==> src/rtl/uart_tx_arbiter_pkg.sv <==
// Shared types and defaults for the UART transmit arbiter.
package uart_tx_arbiter_pkg;

    // Arbiter FSM: IDLE hunts for a requester, LOCK forwards the owner's packet.
    typedef enum logic {
        ST_IDLE = 1'b0,
        ST_LOCK = 1'b1
    } arb_state_t;

    localparam int DEFAULT_NUM_REQ     = 2;
    localparam int DEFAULT_DATA_WIDTH  = 8;
    localparam int DEFAULT_GAP_TIMEOUT = 255;

endpackage

==> src/rtl/uart_tx_arbiter_if.sv <==
// Requester-side and transmitter-side signals of the UART transmit arbiter.
//
// Handshake: a byte moves on a given channel in exactly the cycle where its
// valid and ready are both high at the rising clock edge. A source may raise,
// drop or change valid/data at any time (held values are not assumed). Ready
// may depend combinationally on valid; valid never depends on ready.
interface uart_tx_arbiter_if #(
    parameter int NUM_REQ    = 2,
    parameter int DATA_WIDTH = 8
);
    logic [NUM_REQ-1:0]            req_valid;
    logic [NUM_REQ*DATA_WIDTH-1:0] req_data;
    logic [NUM_REQ-1:0]            req_last;
    logic [NUM_REQ-1:0]            req_ready;
    logic                          tx_valid;
    logic [DATA_WIDTH-1:0]         tx_data;
    logic                          tx_ready;
    logic [NUM_REQ-1:0]            grant;
    logic                          timeout;

    // Requesters plus the UART transmitter, seen from outside the arbiter.
    modport master (
        output req_valid, req_data, req_last, tx_ready,
        input  req_ready, tx_valid, tx_data, grant, timeout
    );

    // The arbiter itself.
    modport slave (
        input  req_valid, req_data, req_last, tx_ready,
        output req_ready, tx_valid, tx_data, grant, timeout
    );
endinterface

==> src/rtl/uart_tx_arbiter_rr_pick.sv <==
// Combinational round-robin picker: returns the first set bit of 'valid'
// found scanning upward from index 'ptr' with wrap-around, as a one-hot vector.
// Kept generic so other arbiters can reuse it.
module uart_tx_arbiter_rr_pick #(
    parameter int N = 2
) (
    input  logic [N-1:0]         valid,
    input  logic [$clog2(N)-1:0] ptr,
    output logic [N-1:0]         onehot,
    output logic                 any
);
    logic found;

    // Scan priority order ptr, ptr+1, ... and keep only the first hit.
    always_comb begin
        onehot = '0;
        found  = 1'b0;
        for (int k = 0; k < N; k++) begin
            for (int j = 0; j < N; j++) begin
                if (!found && (j == (int'(ptr) + k) % N) && valid[j]) begin
                    onehot[j] = 1'b1;
                    found     = 1'b1;
                end
            end
        end
    end

    assign any = |valid;

endmodule

==> src/rtl/uart_tx_arbiter.sv <==
// Shares one UART transmitter between NUM_REQ byte-stream requesters.
// Ownership is held for a whole packet (until a byte with last=1 is taken)
// so messages never interleave; the next owner is chosen round-robin.
// An owner that goes silent mid-packet loses the lock after GAP_TIMEOUT idle
// cycles; cycles stalled by the transmitter never count as idle.
module uart_tx_arbiter
    import uart_tx_arbiter_pkg::*;
#(
    parameter int NUM_REQ     = DEFAULT_NUM_REQ,
    parameter int DATA_WIDTH  = DEFAULT_DATA_WIDTH,
    parameter int GAP_TIMEOUT = DEFAULT_GAP_TIMEOUT
) (
    input  logic               clk,
    input  logic               reset_n,
    uart_tx_arbiter_if.slave   bus,
    output arb_state_t         state_dbg
);
    localparam int PW = $clog2(NUM_REQ);
    localparam int GW = $clog2(GAP_TIMEOUT + 1);

    arb_state_t            state_q, state_d;
    logic [NUM_REQ-1:0]    grant_q, grant_d;
    logic [PW-1:0]         owner_q, owner_d;
    logic [PW-1:0]         ptr_q, ptr_d;
    logic [GW-1:0]         gap_q, gap_d;
    logic                  timeout_q, timeout_d;

    logic [NUM_REQ-1:0]    pick_oh;
    logic                  pick_any;
    logic [PW-1:0]         pick_idx;
    logic                  own_valid;
    logic                  own_last;
    logic [DATA_WIDTH-1:0] own_data;
    logic [PW-1:0]         owner_inc;
    logic                  xfer;

    uart_tx_arbiter_rr_pick #(.N(NUM_REQ)) u_pick (
        .valid  (bus.req_valid),
        .ptr    (ptr_q),
        .onehot (pick_oh),
        .any    (pick_any)
    );

    // Binary index of the picked requester, stored so the owner mux is cheap.
    always_comb begin
        pick_idx = '0;
        for (int i = 0; i < NUM_REQ; i++) begin
            if (pick_oh[i]) pick_idx = PW'(i);
        end
    end

    // Select the current owner's valid, last flag and byte.
    always_comb begin
        own_valid = 1'b0;
        own_last  = 1'b0;
        own_data  = '0;
        for (int i = 0; i < NUM_REQ; i++) begin
            if (owner_q == PW'(i)) begin
                own_valid = bus.req_valid[i];
                own_last  = bus.req_last[i];
                own_data  = bus.req_data[i*DATA_WIDTH +: DATA_WIDTH];
            end
        end
    end

    assign owner_inc = (owner_q == PW'(NUM_REQ - 1)) ? '0 : owner_q + PW'(1);
    assign xfer      = (state_q == ST_LOCK) && own_valid && bus.tx_ready;

    // Zero-latency forwarding while locked; everything quiet while idle.
    always_comb begin
        bus.tx_valid  = 1'b0;
        bus.tx_data   = '0;
        bus.req_ready = '0;
        if (state_q == ST_LOCK) begin
            bus.tx_valid  = own_valid;
            bus.tx_data   = own_data;
            bus.req_ready = grant_q & {NUM_REQ{bus.tx_ready}};
        end
    end

    assign bus.grant   = grant_q;
    assign bus.timeout = timeout_q;
    assign state_dbg   = state_q;

    // Next-state logic: grant in IDLE, release on last byte or idle timeout.
    always_comb begin
        state_d   = state_q;
        grant_d   = grant_q;
        owner_d   = owner_q;
        ptr_d     = ptr_q;
        gap_d     = gap_q;
        timeout_d = 1'b0;
        case (state_q)
            ST_IDLE: begin
                if (pick_any) begin
                    state_d = ST_LOCK;
                    grant_d = pick_oh;
                    owner_d = pick_idx;
                    gap_d   = '0;
                end
            end
            ST_LOCK: begin
                if (xfer) begin
                    // A transfer always clears the gap, so it beats a timeout.
                    gap_d = '0;
                    if (own_last) begin
                        state_d = ST_IDLE;
                        grant_d = '0;
                        ptr_d   = owner_inc;
                    end
                end else if (!own_valid) begin
                    if (gap_q + GW'(1) == GW'(GAP_TIMEOUT)) begin
                        state_d   = ST_IDLE;
                        grant_d   = '0;
                        ptr_d     = owner_inc;
                        gap_d     = '0;
                        timeout_d = 1'b1;
                    end else begin
                        gap_d = gap_q + GW'(1);
                    end
                end
                // valid && !tx_ready: UART backpressure, gap left untouched.
            end
            default: state_d = ST_IDLE;
        endcase
    end

    // State, owner, pointer, gap counter and timeout pulse registers.
    always_ff @(posedge clk or negedge reset_n) begin
        if (!reset_n) begin
            state_q   <= ST_IDLE;
            grant_q   <= '0;
            owner_q   <= '0;
            ptr_q     <= '0;
            gap_q     <= '0;
            timeout_q <= 1'b0;
        end else begin
            state_q   <= state_d;
            grant_q   <= grant_d;
            owner_q   <= owner_d;
            ptr_q     <= ptr_d;
            gap_q     <= gap_d;
            timeout_q <= timeout_d;
        end
    end

endmodule
==> src/flat_wrapper.sv <==
// flat-port wrapper written by rule: the top's interface ports become plain ports
module uart_tx_arbiter_flat import uart_tx_arbiter_pkg::*;
#(
    parameter int NUM_REQ     = DEFAULT_NUM_REQ,
    parameter int DATA_WIDTH  = DEFAULT_DATA_WIDTH,
    parameter int GAP_TIMEOUT = DEFAULT_GAP_TIMEOUT
)
  (clk, reset_n, state_dbg, bus_req_valid, bus_req_data, bus_req_last, bus_tx_ready, bus_req_ready, bus_tx_valid, bus_tx_data, bus_grant, bus_timeout);
  uart_tx_arbiter_if #(.NUM_REQ(NUM_REQ), .DATA_WIDTH(DATA_WIDTH)) bus_i ();
  input  logic clk;
  input  logic reset_n;
  output arb_state_t state_dbg;
  input wire logic [$bits(bus_i.req_valid)-1:0] bus_req_valid;
  input wire logic [$bits(bus_i.req_data)-1:0] bus_req_data;
  input wire logic [$bits(bus_i.req_last)-1:0] bus_req_last;
  input wire logic [$bits(bus_i.tx_ready)-1:0] bus_tx_ready;
  output wire logic [$bits(bus_i.req_ready)-1:0] bus_req_ready;
  output wire logic [$bits(bus_i.tx_valid)-1:0] bus_tx_valid;
  output wire logic [$bits(bus_i.tx_data)-1:0] bus_tx_data;
  output wire logic [$bits(bus_i.grant)-1:0] bus_grant;
  output wire logic [$bits(bus_i.timeout)-1:0] bus_timeout;
  assign bus_i.req_valid = bus_req_valid;
  assign bus_i.req_data = bus_req_data;
  assign bus_i.req_last = bus_req_last;
  assign bus_i.tx_ready = bus_tx_ready;
  assign bus_req_ready = bus_i.req_ready;
  assign bus_tx_valid = bus_i.tx_valid;
  assign bus_tx_data = bus_i.tx_data;
  assign bus_grant = bus_i.grant;
  assign bus_timeout = bus_i.timeout;
  uart_tx_arbiter #(.NUM_REQ(NUM_REQ), .DATA_WIDTH(DATA_WIDTH), .GAP_TIMEOUT(GAP_TIMEOUT)) u_core (.clk(clk), .reset_n(reset_n), .bus(bus_i), .state_dbg(state_dbg));
endmodule
==> config.mk <==
export PLATFORM = sky130hd
export DESIGN_NAME = uart_tx_arbiter_flat
export DESIGN_NICKNAME = d
export VERILOG_FILES = /design/src/rtl/uart_tx_arbiter_pkg.sv /design/src/rtl/uart_tx_arbiter_if.sv /design/src/rtl/uart_tx_arbiter_rr_pick.sv /design/src/rtl/uart_tx_arbiter.sv /design/src/flat_wrapper.sv
export SDC_FILE = /design/constraint.sdc
export NUM_CORES = 1
export LEC_CHECK = 0
export CAP_MARGIN = 5
export CORE_MARGIN = 2
export CORE_UTILIZATION = 45
export CTS_CLUSTER_SIZE = 25
export DETAILED_ROUTE_END_ITERATION = 7
export GPL_TIMING_DRIVEN = 0
export PLACE_DENSITY = 0.79
export REMOVE_ABC_BUFFERS = 1
export SETUP_SLACK_MARGIN = 0.3
export SYNTH_ARGS = -nofsm -noshare
export SYNTH_HDL_FRONTEND = slang
export SYNTH_SLANG_ARGS = --single-unit
export TNS_END_PERCENT = 100
==> constraint.sdc <==
create_clock -name clk -period 6.7 [get_ports clk]
set_clock_uncertainty 0.05 [all_clocks]
set_input_delay 1.34 -clock clk [delete_from_list [all_inputs] [get_ports clk]]
set_output_delay 1.34 -clock clk [all_outputs]
set_load 0.02 [all_outputs]
[After elaboration in Yosys (flattened, before gate mapping)]
Cells that the tools add are included.
Cells by class
  mux-type cells: 39
  reduce and logical (&&, ||, !) cells: 20
  bitwise operators: 3
  add/subtract/negate cells: 3
  equal/unequal tests: 8
Operator list (number)
  $logic_not 32->1: 2
  $mux 8: 6
  $mux 1: 24
  $pmux 8 s2: 1
  $mux 2: 6
  $logic_and 1x1->1: 9
  $ne 3x3->1 const B: 3
  $add 8x1->8 const B: 1
  $eq 8x8->1 const B: 1
  $reduce_and 4->1: 2
  $ne 2x1->1 const B: 2
  $pmux 2 s2: 1
  $reduce_and 2->1: 2
  $logic_not 1->1: 3
  $add 1x1->1 const B: 2
  $and 2x2->2: 1
  $eq 2x2->1 const A: 1
  $ne 2x2->1 const B: 1
  $pmux 1 s2: 1
  $reduce_bool 2->1: 1
  $reduce_or 2->1: 1
  $and 1x1->1 const A: 1
  $not 1->1: 1
Word-level totals
  output and inout bits: 15
  word-level logic and storage cells: 79
  register bits: 14
  input bits: 23

[Depth between registers and ports, before layout]
Gate-level depths: netlist (run 1).
  word-level depth: 17
  depth in mapped cells: 8
  depth with buffers taken out: 7

[Cells and area by module]
From an unflattened synthesis (run 1), not the netlist that was laid out.
Unflattened totals
  cells, all modules: 124
  area, all modules: 1088.5 um^2
By module, submodules not included
  uart_tx_arbiter: sequential area each 350.3 um^2, instances 1, cells each 120, area an instance 1063.5 um^2
  uart_tx_arbiter_rr_pick: sequential area each 0.0 um^2, instances 1, cells each 4, area an instance 25.0 um^2

[Worst setup path after synthesis (run 1)]
Ideal clock, no wire load.
  path type: input port to output port
  start point: input bus_req_valid[1]
  end point: output bus_tx_valid
  stages: 3
  path buffers: 0
  data arrival time: 1.844 ns
  required time: 5.310 ns
  slack: 3.466 ns
  path through: mux2_2 -> nand2_1 -> inv_1
On the way
  word-level cells in the longest chain between the ends: 2
RTL lines
  from (decl): RTL line flat_wrapper.sv:13  | input wire logic [$bits(bus_i.req_valid)-1:0] bus_req_valid;
  $mux 1: RTL line uart_tx_arbiter.sv:58  | if (owner_q == PW'(i)) begin
  $mux 1: RTL line uart_tx_arbiter.sv:74  | if (state_q == ST_LOCK) begin
  to (decl): RTL line flat_wrapper.sv:18  | output wire logic [$bits(bus_i.tx_valid)-1:0] bus_tx_valid;
No other way between the ends.

[Worst setup path in the final report (run 1)]
Ends and elaborated chain as after synthesis.

==> flow_metrics.py, run 1 <==
metrics = {
    "status": {
        "status": "finished clean",
    },
    "floorplan": {
        "die-area_mm2": 0.002894,
        "design.core.area_mm2": 0.002410,
        "die_y_um": 53.80,
        "rows": 18,
        "start_util": 0.4631,
        "die_w_um": 53.80,
        "io_pins": 38,
    },
    "detailed_routing": {
        "drt_iter0_drc": 42,
        "vias": 1166,
        "wl_um": 2914,
        "drc": 0,
        "detail_route.first_pass.iterations": 4,
        "drtAntennaViolNets": 0,
        "wl_per_cell_um": 14.57,
        "vias_per_cell": 5.830,
    },
    "sta": {
        "min_period_over_period": 0.6445,
        "setup_violations": 0,
        "min_period_ns": 4.318,
        "rsz0062_at_grt": "no",
        "tns_ns": 0,
        "tightest_slew_ns": 1.276,
        "maxSlewViolCount": 0,
        "max_freq_ghz": 0.2316,
        "slew_headroom": 0.1464,
        "timing_hold_violations_final": 0,
    },
    "power_and_ir_drop": {
        "p_int_w": 0.0002587,
        "p_leak_nw": 0.6152,
        "power.density_mw_per_mm2": 302.0,
        "ir_worst_vdd_uv": 181.9,
        "p_comb_frac": 0.528,
        "switchingPower_w": 0.0002001,
        "clkPwrFrac": 0.135,
        "switching_share": 0.4362,
        "seq_power_share": 0.337,
        "p_total_w": 0.0004587,
    },
    "logic_synthesis": {
        "synth_top_family_by_area": "simple AND/OR/NAND/NOR gates",
        "avgSynthCellArea_um2": 8.146,
        "ys_seq_area_frac": 0.3139,
        "synth-compound-area-share": 0.2287,
        "synthAdderAreaFrac": 0.02242,
        "synth-edff-count": 0,
        "synth_xor_xnor_area_share": 0,
        "mappedNetlistArea_mm2": 0.001116,
        "muxShareOfSynthArea": 0.1099,
        "synth_seq_cells": 14,
        "synth_async_sr_flop_share": 1.000,
        "synthSimpleGateAreaFrac": 0.2679,
        "netlist_instances": 137,
        "synthDistinctLibCells": 44,
        "yosys_most_used_dff": "dfrtp_1",
        "ys_warn_count": 0,
    },
    "clock_network": {
        "cts.path.max_buffers": 2,
        "post_cts_buffers": 0,
        "clkSinkCount": 14,
        "cts_tree": "yes",
        "htreeDepth": 1,
        "clkLatencyLatePin_ns": 0.29,
        "clock_tree.root_cell": "clkbuf_4",
        "cts_buffers": 3,
        "cts_resized": 0,
        "hold_buffers": 0,
        "path_clk_slew_ns": 0.09,
    },
    "worst_hold_path": {
        "min_path_type": "flip-flop to flip-flop",
        "hp-start": "u_core.bus.grant[0]$_DFFE_PN0P_",
        "min_to": "u_core.bus.grant[0]$_DFFE_PN0P_",
        "holdPathStages": 1,
    },
    "worst_setup_path": {
        "required_ns": 5.31,
        "arrival_ns": 2.93,
        "r2r_setup_slack_ns": 4.34,
        "slowest_delay_ns": 0.60,
        "cp-end-kind": "primary output",
        "path_class": "primary input to primary output",
        "r2r_end": "u_core.ptr_q$_DFFE_PN0P_",
        "crit_fanout": 6,
        "worstPathCellList": "clkdlybuf4s50_1 -> mux2_2 -> nand2_1 -> inv_1 -> clkdlybuf4s50_1",
        "cpMostUsedCell": "clkdlybuf4s50_1",
        "reg2reg_from": "u_core.gap_q[0]$_DFFE_PN0P_",
        "ff2ff_path_depth": 6,
        "cp_slowest_cell": "clkdlybuf4s50_1",
        "startpoint_type": "primary input",
    },
    "final_layout": {
        "nFillCells": 198,
        "drive_gt1_frac": 0.06471,
        "layout_commonest_cell": "clkdlybuf4s50_1",
        "instances_no_fill": 200,
        "layout.area.seq_um2": 350.3,
        "nets": 196,
        "antenna-diode-count": 0,
        "multi_input_area_um2": 701.9,
        "mostFrequentLayoutCells": "clkdlybuf4s50_1 (37), nand2_1 (21), dfrtp_1 (14)",
        "syn_to_final_growth_pct": 36.10,
    },
    "run": {
        "maxCapViolations": 0,
    },
    "placed_design": {
        "place_congestion": 0.8774,
        "hpwl_um": 2201,
        "dp_cells": 196,
        "portBuffers": 37,
    },
    "global_route": {
        "antenna_found_initial": 0,
        "overflow": 0,
        "track_usage": 0.2233,
        "grt_max_degree": 15,
        "grt_pass1_wl_um": 4664,
        "grt_pass1_vias": 1084,
    },
}
[worst max path at each step]
stage,from,to,slack (ns),cells after the start
6_report,bus_req_valid[1],bus_tx_valid,2.38,5
5_1_grt,bus_req_valid[1],bus_tx_valid,2.32,5
4_1_cts,bus_req_valid[1],bus_tx_valid,2.39,5
3_5_place_dp,bus_req_valid[1],bus_tx_valid,2.40,5
3_3_place_gp,bus_req_valid[1],bus_tx_valid,2.42,5
2_1_floorplan,bus_req_valid[1],bus_tx_valid,3.46,3
[flip-flops by register name, indices dropped and copies added (netlist names)]
signal	count
u_core.ptr_q	1
u_core.bus.grant	2
u_core.state_dbg	1
u_core.bus.timeout	1
u_core.owner_q	1
u_core.gap_q	8
[logic make-up after synthesis]
family / Yosys count
fa+ha+maj: 2
mux: 12
simple gates: 60
buf+inv: 14
flops: 14
compound gates: 35
[worst max-delay path: cells and delay by family]
family                 cells  cell delay, ns
buffers and inverters      3            1.25
and+or+nand+nor            1            0.11
muxes                      1            0.23
[power by group through the flow]
stage | sequential (W) | combinational (W) | clock [W]
final | 0.000155 | 0.000242 | 0.0000617
after global routing | 0.000163 | 0.000260 | 0.0000691
after CTS | 0.000155 | 0.000243 | 0.0000633
after detailed placement | 0.000156 | 0.000241 | 0
after global placement | 0.000153 | 0.000237 | 0
after floorplan | 0.000153 | 0.000135 | 0
[synthesized netlist by cell type (all sizes together) (3+ instances only)]
cell    instances  share of area
nand2          22          0.076
dfrtp          14           0.31
nor2           13          0.044
mux2i          10          0.090
o211ai          9          0.061
o21ai           8          0.039
inv             6          0.020
buf             5          0.027
a21oi           3          0.013
clkbuf          3          0.010
nand3           3          0.013
[routing by layer]
layer	track usage	wire [um]	up-vias
li1	-	-	569
met1	0.2679	1222	541
met2	0.3841	1464	51
met3	0.04167	179	5
met4	0.09829	48	0
met5	0	0	-
[stage by stage]
step / util / cell area [um^2] / hold WS, ns / worst slack [ns]
floorplan: - / 1075 / 0.4761 / 3.461
global placement: 0.6153 / 1483 / 0.5132 / 2.415
detailed placement: 0.6153 / 1483 / 0.5192 / 2.400
CTS: 0.6303 / 1519 / 0.5392 / 2.392
global route: 0.6303 / 1519 / 0.5768 / 2.318
finish: 0.6303 / 1519 / 0.5317 / 2.382
[final cells by class]
| cell class | instances | area share |
|---|---|---|
| Inverter | 6 | 0.01483 |
| Sequential cell | 14 | 0.2306 |
| Clock buffer | 4 | 0.02389 |
| Timing Repair Buffer | 37 | 0.2438 |
| Tap cell | 30 | 0.02471 |
| Multi-Input combinational cell | 109 | 0.4621 |
(Power assumes the default switching activity.)
==> inputs of run 2 (changes only) <==
--- a/config.mk
+++ b/config.mk
@@ -6,12 +6,13 @@
 export NUM_CORES = 1
 export LEC_CHECK = 0
 export CAP_MARGIN = 5
+export CORE_ASPECT_RATIO = 0.5
 export CORE_MARGIN = 2
-export CORE_UTILIZATION = 45
+export CORE_UTILIZATION = 41
 export CTS_CLUSTER_SIZE = 25
 export DETAILED_ROUTE_END_ITERATION = 7
 export GPL_TIMING_DRIVEN = 0
-export PLACE_DENSITY = 0.79
+export PLACE_DENSITY = 0.76
 export REMOVE_ABC_BUFFERS = 1
 export SETUP_SLACK_MARGIN = 0.3
 export SYNTH_ARGS = -nofsm -noshare
==> constraint.sdc (replaced) <==
create_clock -name clk -period 3.8 [get_ports clk]
set_clock_uncertainty 0.05 [all_clocks]
set_input_delay 0.76 -clock clk [delete_from_list [all_inputs] [get_ports clk]]
set_output_delay 0.76 -clock clk [all_outputs]
set_load 0.02 [all_outputs]
==> flow_metrics.py, run 2 (synthesized netlist as in run 1, its figures left out) <==
metrics = {
    "global_route": {
        "grt_pass1_vias": 1014,
        "grt_pass1_wl_um": 4519,
        "overflow": 0,
        "grt_max_degree": 15,
        "antenna_found_initial": 0,
        "track_usage": 0.1872,
    },
    "final_layout": {
        "mostFrequentLayoutCells": "clkdlybuf4s50_1 (37), nand2_1 (21), dfrtp_1 (14)",
        "antenna-diode-count": 0,
        "largest_reg_flops": 8,
        "postLayoutCellArea_mm2": 0.001538,
        "syn_to_final_growth_pct": 37.78,
        "top_register": "u_core.gap_q",
        "drive_gt1_frac": 0.06471,
        "instances_no_fill": 207,
        "layout.area.seq_um2": 350.3,
        "nFillCells": 232,
        "multi_input_area_um2": 701.9,
        "layout_commonest_cell": "clkdlybuf4s50_1",
        "nets": 197,
        "finish.utilization": 0.5946,
    },
    "clock_network": {
        "cts_resized": 0,
        "clkSinkCount": 14,
        "clkLatencyLatePin_ns": 0.24,
        "cts_buffers": 3,
        "cts.path.max_buffers": 2,
        "path_clk_slew_ns": 0.06,
        "clock_tree.root_cell": "clkbuf_8",
        "hold_buffers": 0,
        "cts_tree": "yes",
        "htreeDepth": 1,
        "post_cts_buffers": 0,
    },
    "worst_setup_path": {
        "startpoint_type": "primary input",
        "path_class": "primary input to primary output",
        "crit_fanout": 6,
        "arrival_ns": 2.35,
        "cp-end-kind": "primary output",
        "required_ns": 2.99,
    },
    "detailed_routing": {
        "drt_iter0_drc": 95,
        "vias": 1147,
        "drc": 0,
        "drtAntennaViolNets": 0,
        "detail_route.first_pass.iterations": 4,
        "wl_per_cell_um": 13.31,
        "vias_per_cell": 5.541,
        "wl_um": 2755,
    },
    "power_and_ir_drop": {
        "clkPwrFrac": 0.149,
        "ir_worst_vdd_uv": 362.5,
        "p_comb_frac": 0.517,
        "power.density_mw_per_mm2": 532.5,
        "switching_share": 0.4267,
        "p_leak_nw": 0.6202,
        "p_int_w": 0.0004695,
        "seq_power_share": 0.334,
        "switchingPower_w": 0.0003494,
    },
    "placed_design": {
        "dp_cells": 203,
        "place_congestion": 0.8202,
        "hpwl_um": 1992,
        "portBuffers": 37,
        "place_ws_ns": 0.6494,
        "place_area_mm2": 0.001491,
    },
    "sta": {
        "min_period_ns": 3.155,
        "rsz0062_at_grt": "no",
        "setup_violations": 0,
        "timing_hold_violations_final": 0,
        "slew_headroom": 0.4279,
        "tns_ns": 0,
        "min_period_over_period": 0.8303,
        "setup_ws_ns": 0.6449,
        "tightest_slew_ns": 0.8555,
        "maxSlewViolCount": 0,
        "max_freq_ghz": 0.3169,
    },
    "floorplan": {
        "die_w_um": 77.79,
        "io_pins": 38,
        "start_util": 0.4315,
        "rows": 13,
        "die_y_um": 40.90,
        "design.core.area_mm2": 0.002586,
        "die-area_mm2": 0.003181,
    },
    "status": {
        "status": "finished clean",
    },
    "worst_hold_path": {
        "min_path_type": "flip-flop to flip-flop",
    },
    "run": {
        "maxCapViolations": 0,
    },
}
-- run 2: cell counts in the layout (fill, tap and decap cells not counted) --
Identical to the previous run, type by type.
-- run 2: metal layers --
layer  wire [um]  share of wire  vias to the layer above  GRT usage
met3         224          0.081                        2    0.05066
met5           0              0                        -          0
met1        1264           0.46                      529     0.2273
li1            -              -                      571          -
met2        1244           0.45                       45     0.3513
met4          21         0.0076                        0    0.04018
-- run 2: final cells by class --
type	instances	area share
Multi-Input combinational cell	109	0.4565
Timing Repair Buffer	38	0.2441
Inverter	6	0.01465
Clock buffer	3	0.02685
Tap cell	37	0.03011
Sequential cell	14	0.2278
-- run 2: metrics by stage --
| stage | total power [W] | hold slack [ns] |
|---|---|---|
| after detailed placement | 0.0006981 | 0.5155 |
| after global routing | 0.0008808 | 0.5522 |
| final | 0.0008189 | 0.5307 |
| after global placement | 0.0006897 | 0.5121 |
| after CTS | 0.0008215 | 0.5284 |
| after floorplan | 0.0005083 | 0.4144 |
-- run 2: critical path, stage by stage --
cell             delay, ns
clkdlybuf4s50_1       0.56
mux2_2                0.22
nand2_1               0.11
inv_1                 0.08
clkdlybuf4s50_1       0.61
-- run 2: power groups by stage --
stage               clock [W]  sequential, W  combinational (W)
finish               0.000122       0.000274           0.000423
floorplan                   0       0.000270           0.000239
CTS                  0.000123       0.000273           0.000425
detailed placement          0       0.000276           0.000422
global placement            0       0.000273           0.000417
global route         0.000129       0.000286           0.000466
-- run 2: worst paths after layout --
path / from / endpoint / slack [ns] / cells past startpoint
worst max-delay path: bus_req_valid[1] / bus_tx_valid / 0.64 / 5
min in group asynchronous: reset_n / u_core.bus.timeout$_DFF_PN0_ / 0.87 / 1
worst min register to register: u_core.bus.grant[0]$_DFFE_PN0P_ / u_core.bus.grant[0]$_DFFE_PN0P_ / 0.53 / 1
max in group asynchronous: reset_n / u_core.bus.grant[1]$_DFFE_PN0P_ / 2.41 / 1
worst min-delay path: u_core.bus.grant[0]$_DFFE_PN0P_ / u_core.bus.grant[0]$_DFFE_PN0P_ / 0.53 / 1
worst max register to register: u_core.gap_q[0]$_DFFE_PN0P_ / u_core.gap_q[7]$_DFFE_PN0P_ / 1.45 / 6
==> inputs of run 3 (changes only) <==
--- a/config.mk
+++ b/config.mk
@@ -6,13 +6,12 @@
 export NUM_CORES = 1
 export LEC_CHECK = 0
 export CAP_MARGIN = 5
-export CORE_ASPECT_RATIO = 0.5
 export CORE_MARGIN = 2
-export CORE_UTILIZATION = 41
+export CORE_UTILIZATION = 45
 export CTS_CLUSTER_SIZE = 25
 export DETAILED_ROUTE_END_ITERATION = 7
 export GPL_TIMING_DRIVEN = 0
-export PLACE_DENSITY = 0.76
+export PLACE_DENSITY = 0.79
 export REMOVE_ABC_BUFFERS = 1
 export SETUP_SLACK_MARGIN = 0.3
 export SYNTH_ARGS = -nofsm -noshare
==> constraint.sdc (replaced) <==
create_clock -name clk -period 3.16 [get_ports clk]
set_clock_uncertainty 0.05 [all_clocks]
set_input_delay 0.632 -clock clk [delete_from_list [all_inputs] [get_ports clk]]
set_output_delay 0.632 -clock clk [all_outputs]
set_load 0.02 [all_outputs]
==> flow_metrics.py, run 3 (synthesized netlist as in run 1, its figures left out) <==
metrics = {
    "status": {
        "status": "finished clean",
    },
    "worst_setup_path": {
        "required_ns": 2.48,
        "r2r_end": "u_core.ptr_q$_DFFE_PN0P_",
        "cp_slowest_cell": "clkdlybuf4s50_1",
        "worstPathCellList": "clkdlybuf4s50_1 -> and3_1 -> clkdlybuf4s50_1",
        "cp-end-kind": "primary output",
        "reg2reg_from": "u_core.gap_q[0]$_DFFE_PN0P_",
        "slowest_delay_ns": 0.60,
        "crit_fanout": 7,
        "path_class": "primary input to primary output",
        "startpoint_type": "primary input",
        "arrival_ns": 2.00,
        "ff2ff_path_depth": 6,
        "r2r_setup_slack_ns": 0.80,
        "cpMostUsedCell": "clkdlybuf4s50_1",
    },
    "worst_hold_path": {
        "hp-start": "u_core.bus.grant[0]$_DFFE_PN0P_",
        "holdPathStages": 1,
        "min_path_type": "flip-flop to flip-flop",
        "min_to": "u_core.bus.grant[0]$_DFFE_PN0P_",
    },
    "detailed_routing": {
        "detail_route.first_pass.iterations": 4,
        "drt_iter0_drc": 42,
        "wl_um": 2916,
        "vias_per_cell": 5.830,
        "vias": 1166,
        "wl_per_cell_um": 14.58,
        "drtAntennaViolNets": 0,
        "drc": 0,
    },
    "clock_network": {
        "hold_buffers": 0,
        "cts.path.max_buffers": 2,
        "clock_tree.root_cell": "clkbuf_4",
        "clkSinkCount": 14,
        "cts_buffers": 3,
        "cts_tree": "yes",
        "clkLatencyLatePin_ns": 0.29,
        "htreeDepth": 1,
        "path_clk_slew_ns": 0.09,
    },
    "global_route": {
        "antenna_found_initial": 0,
        "track_usage": 0.2233,
        "grt_pass1_vias": 1084,
        "grt_pass1_wl_um": 4664,
        "grt_max_degree": 15,
        "overflow": 0,
    },
    "sta": {
        "timing_hold_violations_final": 0,
        "min_period_ns": 2.680,
        "setup_violations": 0,
        "setup_ws_ns": 0.4796,
        "hold_ws_ns": 0.5317,
        "rsz0062_at_grt": "no",
        "slew_headroom": 0.1464,
        "min_period_over_period": 0.8482,
        "tightest_slew_ns": 1.276,
        "max_freq_ghz": 0.3731,
        "maxSlewViolCount": 0,
        "tns_ns": 0,
    },
    "floorplan": {
        "io_pins": 38,
        "start_util": 0.4631,
        "die-area_mm2": 0.002894,
        "rows": 18,
        "design.core.area_mm2": 0.002410,
        "die_w_um": 53.80,
        "die_y_um": 53.80,
    },
    "placed_design": {
        "place_ws_ns": 0.2761,
        "portBuffers": 37,
        "place_congestion": 0.8774,
        "hpwl_um": 2201,
    },
    "final_layout": {
        "antenna-diode-count": 0,
        "layout_commonest_cell": "clkdlybuf4s50_1",
        "nFillCells": 199,
        "drive_gt1_frac": 0.06471,
        "mostFrequentLayoutCells": "clkdlybuf4s50_1 (36), nand2_1 (21), dfrtp_1 (14)",
        "nets": 196,
        "top_register": "u_core.gap_q",
        "syn_to_final_growth_pct": 35.99,
        "largest_reg_flops": 8,
    },
    "power_and_ir_drop": {
        "power.density_mw_per_mm2": 638.5,
        "p_total_w": 0.0009690,
        "ir_worst_vdd_uv": 385.6,
        "p_leak_nw": 0.6171,
    },
    "run": {
        "maxCapViolations": 0,
    },
}
[run 3: changes by cell type in the layout (fill, tap and decap cells not counted)]
| cell | delta |
|---|---|
| clkbuf_4 | +3 |
| clkbuf_8 | -2 |
| clkbuf_2 | -1 |
| clkdlybuf4s50_1 | -1 |
| dlygate4sd2_1 | +1 |
[run 3: layout make-up]
type                    count  area (um^2)  area share
clock buffers               4        36.28     0.02391
inverters                   6        22.52     0.01484
multi-input cells         109        701.9      0.4625
flip-flops and latches     14        350.3      0.2308
well taps                  30        37.54     0.02473
repair buffers             37        369.1      0.2432
[run 3: how the worst max path moves through the flow]
stage / start / endpoint / slack [ns] / depth (start not counted)
floorplan: u_core.gap_q[0]$_DFFE_PN0P_ / u_core.bus.grant[0]$_DFFE_PN0P_ / 1.06 / 7
global placement: bus_req_valid[1] / bus_tx_valid / 0.29 / 5
detailed placement: bus_req_valid[1] / bus_tx_valid / 0.28 / 5
CTS: bus_tx_ready / bus_req_ready[0] / 0.47 / 3
global route: u_core.owner_q$_DFFE_PN0P_ / bus_tx_valid / 0.40 / 4
finish: bus_tx_ready / bus_req_ready[1] / 0.48 / 3
[run 3: critical path: cells and delay by family]
| family | cells | cell delay (ns) |
|---|---|---|
| buf+inv | 2 | 1.18 |
| simple gates | 1 | 0.19 |
[run 3: through the flow]
step           instance area, um^2    util  instances
3_5_place_dp                  1483  0.6153        196
6_report                      1518  0.6298        200
4_1_cts                       1518  0.6298        200
3_3_place_gp                  1483  0.6153        196
2_1_floorplan                 1075       -        129
5_1_grt                       1518  0.6298        200
[run 3: power breakdown]
| group | internal (W) | switching (W) | leakage (nW) |
|---|---|---|---|
| Sequential | 0.000223 | 0.000105 | 0.181 |
| Combinational | 0.000252 | 0.000258 | 0.415 |
| Clock | 0.0000702 | 0.0000606 | 0.0210 |
[run 3: what timing repair did]
| action | 4_1_cts | 5_1_grt |
|---|---|---|
| setup endpoints to repair | 1 | 0 |
| gates resized for setup | 1 | 0 |
| setup buffers | 0 | 0 |
[run 3: metal layers]
layer  GRT usage  routed length, um
met5           0                  0
met4     0.09829                 48
met3     0.04167                179
met2      0.3841               1464
met1      0.2679               1224
